<file path="src/rtl/reg_pipe_elastic.sv">
`default_nettype none
// ============================================================================
// Module   : reg_pipe_elastic
// Brief    : DEPTH-stage elastic register pipeline with per-stage valid bits,
//            valid/ready handshake on both sides and bubble collapse.
// Revision : 1.0 - initial release
// ============================================================================
module reg_pipe_elastic #(
  parameter int               WIDTH = 1,
  parameter int               DEPTH = 2,
  parameter logic [WIDTH-1:0] INIT  = '0,
  parameter int               CNTW  = 5
) (
  input  logic              CLK,
  input  logic              RST_N,
  input  logic              CLR,
  input  logic [WIDTH-1:0]  D_IN,
  input  logic              D_VALID,
  output logic              D_READY,
  output logic [WIDTH-1:0]  Q_OUT,
  output logic              Q_VALID,
  input  logic              Q_READY,
  output logic [CNTW-1:0]   COUNT
);

  logic [DEPTH-1:0] r_v;
  logic [WIDTH-1:0] r_d [DEPTH];
  logic [CNTW-1:0]  r_count;

  logic [DEPTH-1:0] w_adv;
  logic [DEPTH-1:0] w_open;
  logic             w_enq;
  logic             w_deq;

  // Readiness ripples from the output stage back toward the input stage.
  always_comb begin
    w_adv  = '0;
    w_open = '0;
    w_adv[DEPTH-1]  = r_v[DEPTH-1] & Q_READY;
    w_open[DEPTH-1] = ~r_v[DEPTH-1] | w_adv[DEPTH-1];
    for (int i = DEPTH - 2; i >= 0; i--) begin
      w_adv[i]  = r_v[i] & w_open[i+1];
      w_open[i] = ~r_v[i] | w_adv[i];
    end
  end

  assign w_enq   = D_VALID & w_open[0];
  assign w_deq   = w_adv[DEPTH-1];
  assign D_READY = w_open[0];
  assign Q_OUT   = r_d[DEPTH-1];
  assign Q_VALID = r_v[DEPTH-1];
  assign COUNT   = r_count;

  always_ff @(posedge CLK) begin
    if (!RST_N) begin
      r_v     <= '0;
      r_count <= '0;
      for (int i = 0; i < DEPTH; i++) begin
        r_d[i] <= INIT;
      end
    end else if (CLR) begin
      // Flush drops validity only; data registers keep their stale contents.
      r_v     <= '0;
      r_count <= '0;
    end else begin
      if (w_enq) begin
        r_d[0] <= D_IN;
        r_v[0] <= 1'b1;
      end else if (w_adv[0]) begin
        r_v[0] <= 1'b0;
      end
      for (int i = 0; i < DEPTH - 1; i++) begin
        if (w_adv[i]) begin
          r_d[i+1] <= r_d[i];
          r_v[i+1] <= 1'b1;
        end else if (w_adv[i+1]) begin
          r_v[i+1] <= 1'b0;
        end
      end
      r_count <= r_count + CNTW'(w_enq) - CNTW'(w_deq);
    end
  end

endmodule
`default_nettype wire

</file>
<file path="config.mk">
export PLATFORM = sky130hd
export DESIGN_NAME = reg_pipe_elastic
export DESIGN_NICKNAME = d
export VERILOG_FILES = /design/src/rtl/reg_pipe_elastic.sv
export SDC_FILE = /design/constraint.sdc
export NUM_CORES = 1
export LEC_CHECK = 0
export CAP_MARGIN = 40
export CORE_MARGIN = 3
export CORE_UTILIZATION = 37
export DETAILED_ROUTE_END_ITERATION = 6
export GPL_ROUTABILITY_DRIVEN = 0
export PLACE_DENSITY = 0.64
export SLEW_MARGIN = 0
export SYNTH_ARGS = -nofsm -noshare
export SYNTH_HDL_FRONTEND = slang
export SYNTH_SLANG_ARGS = --single-unit
</file>
<file path="constraint.sdc">
create_clock -name CLK -period 2.93 [get_ports CLK]
set_clock_uncertainty 0.2 [all_clocks]
set_input_delay 0.586 -clock CLK [delete_from_list [all_inputs] [get_ports CLK]]
set_output_delay 0.586 -clock CLK [all_outputs]
set_load 0.1 [all_outputs]
</file>
==> results.yml <==
floorplanning:
  io_pins: 14
  design.core.area_um2: 1190
  initial_core_util_pct: 42.6
  fp.dieW_um: 43.0
  floorplan.die.height_um: 43.0
  core.rowCount: 12
  design.die.area_um2: 1850
detailed_routing:
  vias: 399
  detailedRoute.firstPassIterationCount: 4
  wire_per_inst_um: 10.0
  drc_errors: 0
  detail_route.iter0.violations: 2
  routed_via_density: 4.59
  sum_of_routed_wire_length_over_all_layers_um: 874
  final_antenna_net_count: 0
global_route:
  grt_max_degree: 7
  track_usage_pct: 10.6
  global_route.overflow_total: 0
  via_count_of_the_first_global_routing_pass: 338
  initial_antenna_violation_count: 0
  grt_pass1_wl_um: 1380
finish:
  finish.utilization_pct: 59.2
  post_route_cells_drive_above_1_share_pct: 28.8
  final_cell_area_um2: 702
  n_antenna_cell: 0
  post_layout_nonfiller_instances: 87
  layout_area_overhead_pct: 38.9
  finalNetCount: 86
pwr:
  clockPowerShare_pct: 31.8
  report.power.total_uw: 293
  netSwitchingPower_uw: 87.0
  switching_share_pct: 29.7
  p_int_uw: 206
  powerDensity_nw_per_um2: 418
  share_comb_of_total_power_pct: 22.5
  seq_power_share_pct: 45.7
  leakage_nw: 0.314
  power.ir.vdd_worst_uv: 259
clock_tree:
  numClockSinks: 9
  postCtsResizedCells: 0
  number_of_cts_inserted_buffers: 3
  cts_setup_buffers: 0
  clkLatencyLatePin_ps: 260
  hold_buffers: 0
  tritoncts: "done"
  htreeDepth: 1
  clock_path_buffers: 2
  clkTransAtPathRegs_ps: 60
  cts.root.buffer_cell: "clkbuf_4"
placed_design:
  port_buf_inserts: 13
  dpl-instance-area_um2: 676
  dp_worst_setup_slack_ps: -35.7
  post-place-cells: 83
  dp.final_hpwl_um: 741
yosys:
  synthDominantAreaCellType: "dfxtp_1"
  most_used_flip_flop_cell_after_synthesis: "dfxtp_1"
  synth.cell_area_um2: 505
  synth-seq-cells: 9
  synth_cells: 53
  netlist-cell-type-count: 23
  asyncSetResetFlopFracSynth_pct: 0
  most_area_consuming_cells_after_synthesis: "dfxtp_1 28%, ha_1 12%, edfxtp_1 12%"
  syn-mean-instance-area_um2: 9.54
  seq_total_area_yosys_pct: 39.6
  yosys.area.top_type_share_pct: 27.7
  syn-num-nets: 65
  yosysWarnings: 0
  synth-edff-count: 2
worst_setup_path:
  cp_data_required_time_ps: 2920
  setup.worst_path.end_class: "register"
  slowest_delay_ps: 470
  worst-path-max-fanout: 3
  timing_worst_setup_path_type: "in2reg"
  critical_path.cell_chain: "clkdlybuf4s50_1 -> and3b_1 -> clkinvlp_4 -> nand2_1 -> ha_1 -> inv_1 -> ha_1 -> fa_1 -> nand3_1 -> nand3_1 -> a21oi_1"
  cp-start-kind: "input pin"
  critical-path-slowest-cell: "clkdlybuf4s50_1"
  worstPathArrival_ps: 2670
sta:
  final-max-slew-violation-count: 0
  max_slew.worst_pin.slew_ps: 278
  final.period_utilization_pct: 91.5
  fin_hold_ws_ps: 325
  final.setup.worst_slack_ps: 249
  timing.max_slew.rel_slack_pct: 81.6
  post-route-min-period_ps: 2680
  timing.fmax_mhz: 373
  final-hold-violation-count: 0
  finalSetupTns_ps: 0
  rsz0062_at_grt: "false"
  setup_viol: 0
worst_hold_path:
  worst_hold_path_type: "reg2reg"
flow_run:
  cap_violations: 0
run_status:
  run_status: "complete, no violations"
==> metal layers <==
metal / wire length, um / up-vias / part of all wire [%] / track usage (%)
met4: 7 / 0 / 0.80 / 3.61
met5: 0 / - / 0 / 0
met3: 78 / 2 / 8.9 / 7.63
met2: 368 / 12 / 42 / 14.1
met1: 420 / 166 / 48 / 13.3
li1: - / 219 / - / -
==> power by group through the flow <==
stage | logic (mW) | registers, mW | clock network [mW]
after floorplan | 0.0206 | 0.163 | 0
after global placement | 0.0660 | 0.137 | 0
after detailed placement | 0.0667 | 0.137 | 0
after CTS | 0.0669 | 0.134 | 0.0994
after global routing | 0.0710 | 0.134 | 0.108
final | 0.0661 | 0.134 | 0.0932
==> layout by cell type (no fill, tap or decap), types with 2 or more instances in the layout <==
| master | synthesis | routed |
|---|---|---|
| nand3_1 | 3 | 3 |
| clkdlybuf4s50_1 | 0 | 5 |
| edfxtp_1 | 2 | 2 |
| clkbuf_4 | 0 | 3 |
| buf_4 | 0 | 10 |
| nand2_1 | 2 | 2 |
| nor2_1 | 6 | 6 |
| inv_1 | 6 | 5 |
| xnor2_1 | 2 | 2 |
| a21oi_1 | 3 | 3 |
| ha_1 | 5 | 5 |
| and2_1 | 4 | 4 |
| dfxtp_1 | 7 | 6 |
==> registers in the layout, indices dropped and copies added (netlist names) <==
signal	count
COUNT	5
r_d	2
r_v	2
==> critical path, delay by kind of cell <==
family / cells / cell delay (ps)
simple gates: 4 / 460
fa+ha+maj: 3 / 890
compound gates: 1 / 140
buf+inv: 3 / 580
==> cells by family after synthesis <==
kind of cell | Yosys count | synth area share (%)
adders and majority gates | 6 | 16.3
DFF | 9 | 39.6
buffers and inverters | 6 | 4.46
xor gates and xnor gates | 2 | 3.47
and+or+nand+nor | 23 | 27.2
AOI/OAI and AO/OA | 7 | 8.91
==> cell type report <==
cell class / instances / area (um2)
clock buffers: 4 / 26.3
well taps: 14 / 17.5
multi-input cells: 38 / 283
repair buffers: 16 / 145
flip-flops and latches: 9 / 204
fillers: 111 / 484
inverters: 6 / 26.3
==> synth_stat cells, drive strengths merged, types with 2 or more instances <==
cell type  count
a21oi          3
and2           5
dfxtp          7
edfxtp         2
ha             5
inv            6
nand2          2
nand2b         2
nand3          3
nor2           6
o21ai          2
xnor2          2
==> worst paths after layout <==
kind                              start        to  slack, ps  depth (start not counted)
worst min-delay path             r_v[0]    r_v[1]        320                          2
worst max register to register   r_v[1]  COUNT[4]        720                         10
worst min register to register   r_v[0]    r_v[1]        320                          2
worst max-delay path            Q_READY  COUNT[4]        250                         11
No activity file was read; power rests on OpenSTA's default activity.
